## config.mk

```make
export PLATFORM = sky130hd
export DESIGN_NAME = ecc_scrub_ctrl
export DESIGN_NICKNAME = d
export VERILOG_FILES = /design/src/rtl/ecc_pkg.sv /design/src/rtl/ecc_log_fifo.sv /design/src/rtl/ecc_scrub_ctrl.sv
export SDC_FILE = /design/constraint.sdc
export NUM_CORES = 1
export LEC_CHECK = 0
export CAP_MARGIN = 20
export CORE_ASPECT_RATIO = 1.75
export CORE_UTILIZATION = 44
export CTS_CLUSTER_DIAMETER = 200
export DETAILED_ROUTE_END_ITERATION = 8
export PLACE_DENSITY = 0.7
export SYNTH_ARGS = -nofsm -noshare
export SYNTH_HDL_FRONTEND = slang
export SYNTH_SLANG_ARGS = --single-unit
```

## constraint.sdc

```tcl
create_clock -name clk -period 3.3 [get_ports clk]
set_input_delay 0.33 -clock clk [delete_from_list [all_inputs] [get_ports clk]]
set_output_delay 0.33 -clock clk [all_outputs]
set_load 0.05 [all_outputs]
```

## src/rtl/ecc_pkg.sv

```systemverilog
// Shared constants, types and width helpers for the ECC read-path post-processor.
// Latency: n/a (package only).
// Backpressure: n/a (package only).
package ecc_pkg;

  // Decoder failing-bit codes with special meaning
  localparam logic [3:0] ERR_NONE = 4'hf;
  localparam logic [3:0] ERR_PAR  = 4'hc;

  // Error-log entry width: {addr, is_db, err_addr[3:0]}
  function automatic int LOG_W(input int addr_w);
    return addr_w + 5;
  endfunction

  // Write-back (scrub) request FSM
  typedef enum logic {
    WB_IDLE = 1'b0,
    WB_REQ  = 1'b1
  } wb_state_e;

endpackage

```

## src/rtl/ecc_log_fifo.sv

```systemverilog
// Synchronous FIFO for error-log entries; push/pop with full, empty and drop-on-full flags.
// Latency: an entry pushed into an empty FIFO is visible at the head 1 cycle later.
// Backpressure: a push while full is dropped (drop_o) unless a pop happens the same cycle.
module ecc_log_fifo #(
  parameter int W     = 15,
  parameter int DEPTH = 4
) (
  input  logic         clk,
  input  logic         rst_n,
  input  logic         push_i,
  input  logic [W-1:0] din_i,
  input  logic         pop_i,
  output logic [W-1:0] dout_o,
  output logic         full_o,
  output logic         empty_o,
  output logic         drop_o
);

  localparam int AW = $clog2(DEPTH);
  localparam logic [AW:0] PTR_ONE = 1;

  logic [W-1:0] mem_q [DEPTH];
  logic [AW:0]  wr_ptr_q, rd_ptr_q;
  logic         pop_ok, push_ok;

  // Pointers carry one extra wrap bit so full and empty are distinguishable
  assign empty_o = (wr_ptr_q == rd_ptr_q);
  assign full_o  = (wr_ptr_q[AW] != rd_ptr_q[AW]) &&
                   (wr_ptr_q[AW-1:0] == rd_ptr_q[AW-1:0]);
  assign pop_ok  = pop_i && !empty_o;
  // A simultaneous pop frees the slot, so a push into a full FIFO still lands
  assign push_ok = push_i && (!full_o || pop_ok);
  assign drop_o  = push_i && !push_ok;
  assign dout_o  = mem_q[rd_ptr_q[AW-1:0]];

  // Pointer advance on accepted push/pop
  always_ff @(posedge clk or negedge rst_n) begin
    if (!rst_n) begin
      wr_ptr_q <= '0;
      rd_ptr_q <= '0;
    end else begin
      if (push_ok) wr_ptr_q <= wr_ptr_q + PTR_ONE;
      if (pop_ok)  rd_ptr_q <= rd_ptr_q + PTR_ONE;
    end
  end

  // Storage write; contents need no reset because the pointers gate visibility
  always_ff @(posedge clk) begin
    if (push_ok) mem_q[wr_ptr_q[AW-1:0]] <= din_i;
  end

endmodule

```

## src/rtl/ecc_scrub_ctrl.sv

```systemverilog
// Registers decoded MRAM reads, counts SB/DB errors, logs error events and issues scrub write-backs.
// Latency: rd_*, counters, wb_req_o and log_vld_o all react 1 cycle after the decoder event.
// Backpressure: none on the read stage; scrubs while a request is pending and log pushes into a full FIFO are dropped and flagged.
module ecc_scrub_ctrl
  import ecc_pkg::*;
#(
  parameter int ADDR_W    = 10,
  parameter int CNT_W     = 16,
  parameter int LOG_DEPTH = 4
) (
  input  logic                      clk,
  input  logic                      rst_n,
  input  logic                      dec_vld_i,
  input  logic [ADDR_W-1:0]         dec_addr_i,
  input  logic [7:0]                dec_q_i,
  input  logic                      dec_sb_err_i,
  input  logic                      dec_db_err_i,
  input  logic [3:0]                dec_err_addr_i,
  output logic                      rd_vld_o,
  output logic [7:0]                rd_data_o,
  output logic                      rd_err_o,
  input  logic                      scrub_en_i,
  output logic                      wb_req_o,
  input  logic                      wb_ack_i,
  output logic [ADDR_W-1:0]         wb_addr_o,
  output logic [7:0]                wb_data_o,
  output logic                      wb_miss_o,
  output logic [CNT_W-1:0]          sb_cnt_o,
  output logic [CNT_W-1:0]          db_cnt_o,
  output logic                      log_vld_o,
  input  logic                      log_rdy_i,
  output logic [LOG_W(ADDR_W)-1:0]  log_data_o,
  output logic                      log_ovf_o,
  input  logic                      clr_i
);

  localparam int          LW      = LOG_W(ADDR_W);
  localparam logic [CNT_W-1:0] CNT_ONE = 1;

  logic              is_sb, is_db;
  logic              rd_vld_q, rd_err_q;
  logic [7:0]        rd_data_q;
  logic [CNT_W-1:0]  sb_cnt_q, sb_cnt_d, db_cnt_q, db_cnt_d;
  wb_state_e         state_q, state_d;
  logic [ADDR_W-1:0] wb_addr_q, wb_addr_d;
  logic [7:0]        wb_data_q, wb_data_d;
  logic              miss_set;
  logic              miss_q, miss_d, ovf_q, ovf_d;
  logic              log_empty, log_drop, unused_log_full;
  logic [LW-1:0]     log_head;

  // DB dominates: a word flagged both SB and DB is treated as uncorrectable
  assign is_db = dec_vld_i && dec_db_err_i;
  assign is_sb = dec_vld_i && dec_sb_err_i && !dec_db_err_i;

  // Read stage: data held between valid words, error flag only for DB
  always_ff @(posedge clk or negedge rst_n) begin
    if (!rst_n) begin
      rd_vld_q  <= 1'b0;
      rd_data_q <= '0;
      rd_err_q  <= 1'b0;
    end else begin
      rd_vld_q <= dec_vld_i;
      rd_err_q <= is_db;
      if (dec_vld_i) rd_data_q <= dec_q_i;
    end
  end

  // Saturating counters and sticky flags; clear wins over a same-cycle event
  always_comb begin
    sb_cnt_d = sb_cnt_q;
    db_cnt_d = db_cnt_q;
    miss_d   = miss_q || miss_set;
    ovf_d    = ovf_q || log_drop;
    if (clr_i) begin
      sb_cnt_d = '0;
      db_cnt_d = '0;
      miss_d   = 1'b0;
      ovf_d    = 1'b0;
    end else begin
      if (is_sb && !(&sb_cnt_q)) sb_cnt_d = sb_cnt_q + CNT_ONE;
      if (is_db && !(&db_cnt_q)) db_cnt_d = db_cnt_q + CNT_ONE;
    end
  end

  // Write-back FSM next state; check-bit errors (8..12) scrub too since rewriting regenerates them
  always_comb begin
    state_d   = state_q;
    wb_addr_d = wb_addr_q;
    wb_data_d = wb_data_q;
    miss_set  = 1'b0;
    case (state_q)
      WB_IDLE: begin
        if (is_sb && scrub_en_i) begin
          state_d   = WB_REQ;
          wb_addr_d = dec_addr_i;
          wb_data_d = dec_q_i;
        end
      end
      WB_REQ: begin
        miss_set = is_sb;
        if (wb_ack_i) state_d = WB_IDLE;
      end
      default: state_d = WB_IDLE;
    endcase
  end

  // State, counter and sticky-flag registers
  always_ff @(posedge clk or negedge rst_n) begin
    if (!rst_n) begin
      state_q   <= WB_IDLE;
      wb_addr_q <= '0;
      wb_data_q <= '0;
      sb_cnt_q  <= '0;
      db_cnt_q  <= '0;
      miss_q    <= 1'b0;
      ovf_q     <= 1'b0;
    end else begin
      state_q   <= state_d;
      wb_addr_q <= wb_addr_d;
      wb_data_q <= wb_data_d;
      sb_cnt_q  <= sb_cnt_d;
      db_cnt_q  <= db_cnt_d;
      miss_q    <= miss_d;
      ovf_q     <= ovf_d;
    end
  end

  // Full is implied by the FIFO's own drop flag at this level
  ecc_log_fifo #(
    .W     (LW),
    .DEPTH (LOG_DEPTH)
  ) u_log (
    .clk     (clk),
    .rst_n   (rst_n),
    .push_i  (is_sb || is_db),
    .din_i   ({dec_addr_i, is_db, dec_err_addr_i}),
    .pop_i   (log_rdy_i),
    .dout_o  (log_head),
    .full_o  (unused_log_full),
    .empty_o (log_empty),
    .drop_o  (log_drop)
  );

  assign rd_vld_o   = rd_vld_q;
  assign rd_data_o  = rd_data_q;
  assign rd_err_o   = rd_err_q;
  assign wb_req_o   = (state_q == WB_REQ);
  assign wb_addr_o  = wb_addr_q;
  assign wb_data_o  = wb_data_q;
  assign wb_miss_o  = miss_q;
  assign sb_cnt_o   = sb_cnt_q;
  assign db_cnt_o   = db_cnt_q;
  assign log_vld_o  = !log_empty;
  // Stale storage is hidden while the log is empty
  assign log_data_o = log_empty ? '0 : log_head;
  assign log_ovf_o  = ovf_q;

endmodule

```

Yosys cells after proc, flatten, opt, wreduce, memory -nomap -nowiden

Memory sizes are Yosys's and may differ from the RTL's.
Cells that the tools add are included.

Add/subtract/negate cells: 4
Equal/unequal tests: 3
Multiplexer cells: 13
Bitwise gates (word level): 1
Reduce and logical (&&, ||, !) cells: 25

Operators with widths:

| operator                                                         | count |
|---|---|
| 16-bit two-way mux                                               | 4 |
| 16-bit by 1-bit adder with 16-bit output (second input constant) | 2 |
| 16-bit AND reduction                                             | 2 |
| 15-bit two-way mux                                               | 1 |
| 1-bit logical AND                                                | 10 |
| 1-bit two-way mux                                                | 7 |
| 3-bit by 1-bit adder with 3-bit output (second input constant)   | 2 |
| 1-bit zero test                                                  | 6 |
| 1-bit logical OR                                                 | 4 |
| 2-bit nonzero test                                               | 2 |
| 3-bit == test                                                    | 1 |
| 2-bit == test                                                    | 1 |
| 1-bit one-hot mux with 2 select lines                            | 1 |
| 2-bit AND reduction                                              | 1 |
| 1-bit != test                                                    | 1 |
| 1-bit NOT                                                        | 1 |

Register bits after elaboration: 69
Bits in writable memories: 60
Input port bits: 31
Output and inout bits: 79
Logic and storage cells: 59
Memories: 1

Memories:

| memory      | depth | width | rd ports | clocked after memory_dff | wr ports | line               | source |
|---|---|---|---|---|---|---|---|
| u_log.mem_q | 4     | 15    | 1        | 0                        | 1        | ecc_log_fifo.sv:22 | `logic [W-1:0] mem_q [DEPTH];` |

Logic depth before layout (Yosys ltp)

Depth in word-level cells: 9
Mapped depth: 6

By module

A second synthesis with hierarchy kept.

Cell total of the unflattened synthesis: 399
Area, all modules: 5760.5 um^2

By module, submodules not included:

| module         | times used | cells an instance | area an instance (um^2) | sequential area each (um^2) |
|---|---|---|---|---|
| ecc_scrub_ctrl | 1          | 279               | 3130.5                  | 1576.5 |
| ecc_log_fifo   | 1          | 120               | 2630.0                  | 1951.9 |

Least setup slack after synthesis

OpenSTA, ideal clock, no wires.

Kind: flip-flop to output port
Start: register u_log.rd_ptr_q[0]
End: output port log_data_o[10]
Arrival: 2.017 ns
Data required time: 2.970 ns
Setup slack: 0.953 ns
Cell stages (with the launch flop): 6
Path through: dfrtp_1 > buf_2 > xnor2_1 > nand3b_1 > clkbuf_1 > and2_1

Cells in the longest elaborated chain, start to end: 2

RTL lines:

| element                                                        | line                  | source |
|---|---|---|
| start: declaration                                             | ecc_log_fifo.sv:23    | `logic [AW:0] wr_ptr_q, rd_ptr_q;` |
| start signal: assignment                                       | ecc_log_fifo.sv:43    | `if (pop_ok) rd_ptr_q <= rd_ptr_q + PTR_ONE;` |
| memory read 4 x 15 bit / 3-bit == test (equally long branches) | --                    |  |
| 15-bit two-way mux *                                           | ecc_scrub_ctrl.sv:156 | `assign log_data_o = log_empty ? '0 : log_head;` |
| end: declaration                                               | ecc_scrub_ctrl.sv:32  | `output logic [LOG_W(ADDR_W)-1:0] log_data_o,` |

Mark *: on every way between the ends. The rest lies on a longest branch, timed or not.

Worst setup path after layout

Start: register u_log.wr_ptr_q[0]
End: output port log_data_o[14]

Cells in the longest elaborated chain, start to end: 2

RTL lines:

| element                  | line                  | source |
|---|---|---|
| start: declaration       | ecc_log_fifo.sv:23    |  |
| start signal: assignment | ecc_log_fifo.sv:42    | `if (push_ok) wr_ptr_q <= wr_ptr_q + PTR_ONE;` |
| 3-bit == test            | ecc_log_fifo.sv:27    | `assign empty_o = (wr_ptr_q == rd_ptr_q);` |
| 15-bit two-way mux       | ecc_scrub_ctrl.sv:156 |  |

No other way between the ends.

==> metrics.csv <==
metric,value,unit
status,"finished, final reports clean",
final_layout_size_suffix_gt1_frac,0.207,
arrival,2170,ps
dieArea,13100,µm²
cap_violations,0,
nNetsFinal,557,
p_leak,2.79,nW
core,12400,µm²
skew,7.73,ps
r2r-start,sb_cnt_o[0],
cts_resized,0,
max_stage_delay,540,ps
slew_headroom,0.420,
tritoncts,built,
fp.dieH,151,µm
avgSynthCellArea,14.1,µm²
startpoint,u_log.wr_ptr_q[0],
crit_family,simple AND/OR/NAND/NOR gates,
yosys.cell_types.count,45,
n_fill_cell,978,
cp.buffers_inverters,1,
vdd_drop_max,0.389,mV
power-per-cell-area,821,nW/µm²
pin_count,110,
setup_viol,0,
overflow,0,
cts_setup_buffers,0,
met2_wirelength,7.11,mm
die_w,87.0,µm
grt_antenna_before_repair,0,
synthFlopType,dfrtp_1,
clkTransAtPathRegs,60,ps
insertion_delay,410,ps
pre_cts_ws,846,ps
cts_buffers,17,
path_class,reg -> out,
slowest_stage,nand3b_1,
grt_pass1_vias,3774,
wl_per_cell,17.7,µm
finalPower,6.11,mW
syn_inst,393,
synth.ff_latch_count,129,
period_minus_slack,2500,ps
syn_area,5560,µm²
htreeDepth,4,
setup_ws,801,ps
place_congestion,0.845,
dr_wl_met3,432,µm
synth_top_area_share,0.324,
drt_iter0_markers,179,
cp_cell_sequence,xnor2_1 -> nand3b_1 -> and2_1 -> buf_4,
root_buffer,clkbuf_16,
hold_viol_final,0,
min_period_over_period,0.757,
finalMaxSlewViolations,0,
grt_start_max_net_pins,37,
hp-class,in -> async,
end_kind,output port,
drtPass1Iterations,6,
postRouteAntennaNets,0,
yosysMostFrequentCell,dfrtp_1,
io_buffers,109,
ctsHoldBuffers,0,
worstMarginPinSlew,870,ps
vias_per_cell,5.43,
startpoint_type,flip-flop,
r2r_cells,5,
required,2970,ps
vias,3804,
fmax,400,MHz
fin_tns_setup,0,ps
dp_hpwl,8.69,mm
cts_buffer_depth,2,
grt_use_total,0.199,
r2r_end,sb_cnt_o[10],
synth_area_leaders,"edfxtp_1 (32%), dfrtp_1 (31%), mux2_2 (6.3%), mux4_2 (6.1%), and2_1 (2.1%)",
r2r_slack,1240,ps
fp-row-count,54,
synth_nets,431,
grt_pass1_wl,19.3,mm
path_max_fanout,18,
synthArstFlopShare,0.535,
diodes,0,
area_delta_synth_final,33.9,%
cts.sink_count,129,
seq_area_frac_synth,0.635,
path_depth,4,
ys_warn_count,0,
ys_top_cells_by_count,"dfrtp_1 (69), edfxtp_1 (60), mux2_2 (31), a21oi_1 (19), and2_1 (19)",
synth_edf_count,60,
wl_met1,4.64,mm
start_util,0.450,
rsz0062_at_grt,no,
dr.max_layer_used,met4,
synth_area_leader_cell,edfxtp_1,
routed_wl,12.4,mm
drt_drc_violations_left,0,
==> metrics by stage <==
step                      hold slack, ps  area (µm²)  instances  utilization
after floorplan                     34.4        5560        393            -
after global placement               475        6870        667        0.555
after detailed placement             476        6870        667        0.555
after CTS                           56.4        7440        699        0.602
after global routing                84.4        7450        700        0.602
final                               14.0        7450        700        0.602
==> layout by cell type (no fill, tap or decap), types with 4 or more instances in the layout <==
cell type / n
o31ai_1: 8
ha_1: 7
nand2_1: 15
nand3_1: 10
dfrtp_1: 69
clkdlybuf4s50_1: 92
a21oi_1: 19
inv_1: 14
and2_1: 19
edfxtp_1: 60
buf_4: 26
clkbuf_16: 17
mux4_2: 15
nor3_1: 4
or4_1: 8
nor2_1: 11
or3_1: 9
xnor2_1: 5
nand4_1: 11
mux2_2: 31
clkinv_2: 4
o31a_1: 5
o21a_1: 7
nor4_1: 12
o21ai_0: 10
==> metal layers <==
metal | up-vias | GRT usage
li1 | 1758 | -
met1 | 1936 | 0.215
met2 | 94 | 0.371
met3 | 16 | 0.0471
met4 | 0 | 0.0692
met5 | - | 0
==> flip-flops by register name, indices dropped and copies added (netlist names) <==
register,flops
wb_miss_o,1
wb_data_o,8
wb_addr_o,10
sb_cnt_o,16
log_ovf_o,1
u_log.mem_q,60
u_log.wr_ptr_q,3
u_log.rd_ptr_q,3
db_cnt_o,16
wb_req_o,1
rd_vld_o,1
rd_data_o,8
rd_err_o,1
==> cells by family (layout without fill, tap and decap cells) <==
group	after synthesis	in the layout	synth area share
compound gates	58	58	0.0673
simple gates	115	115	0.123
buf+inv	29	168	0.0211
fa+ha+maj	7	7	0.0158
mux	48	48	0.127
xor+xnor	7	7	0.0110
flops	129	129	0.635
==> final cells by class <==
| type | count | area, µm² | share of cell area |
|---|---|---|---|
| timing repair buffer | 121 | 1160 | 0.156 |
| clock buffer | 18 | 429 | 0.0576 |
| clock inverter | 14 | 141 | 0.0190 |
| tap | 168 | 210 | 0.0282 |
| inverter | 15 | 56.3 | 0.00756 |
| sequential | 129 | 3530 | 0.474 |
| multi-input combinational | 235 | 1920 | 0.258 |
==> worst reg2reg max path, stage by stage, from the launching register on <==
cell and delay [ps]:
dfrtp_1 430, ha_1 220, nand4_1 230, or3_1 500, or4_1 430, a21oi_1 160
==> report_power, final <==
part	internal (mW)	switching, mW
Clock	1.11	0.691
Combinational	0.840	1.46
Sequential	1.92	0.0971
==> how the worst max path moves through the flow <==
| stage | endpoint |
|---|---|
| 6_report | log_data_o[14] |
| 3_3_place_gp | sb_cnt_o[13] |
| 5_1_grt | log_data_o[10] |
| 4_1_cts | log_data_o[14] |
| 2_1_floorplan | log_data_o[10] |
| 3_5_place_dp | sb_cnt_o[15] |
Note: power is estimated with default switching activity, not from simulation.
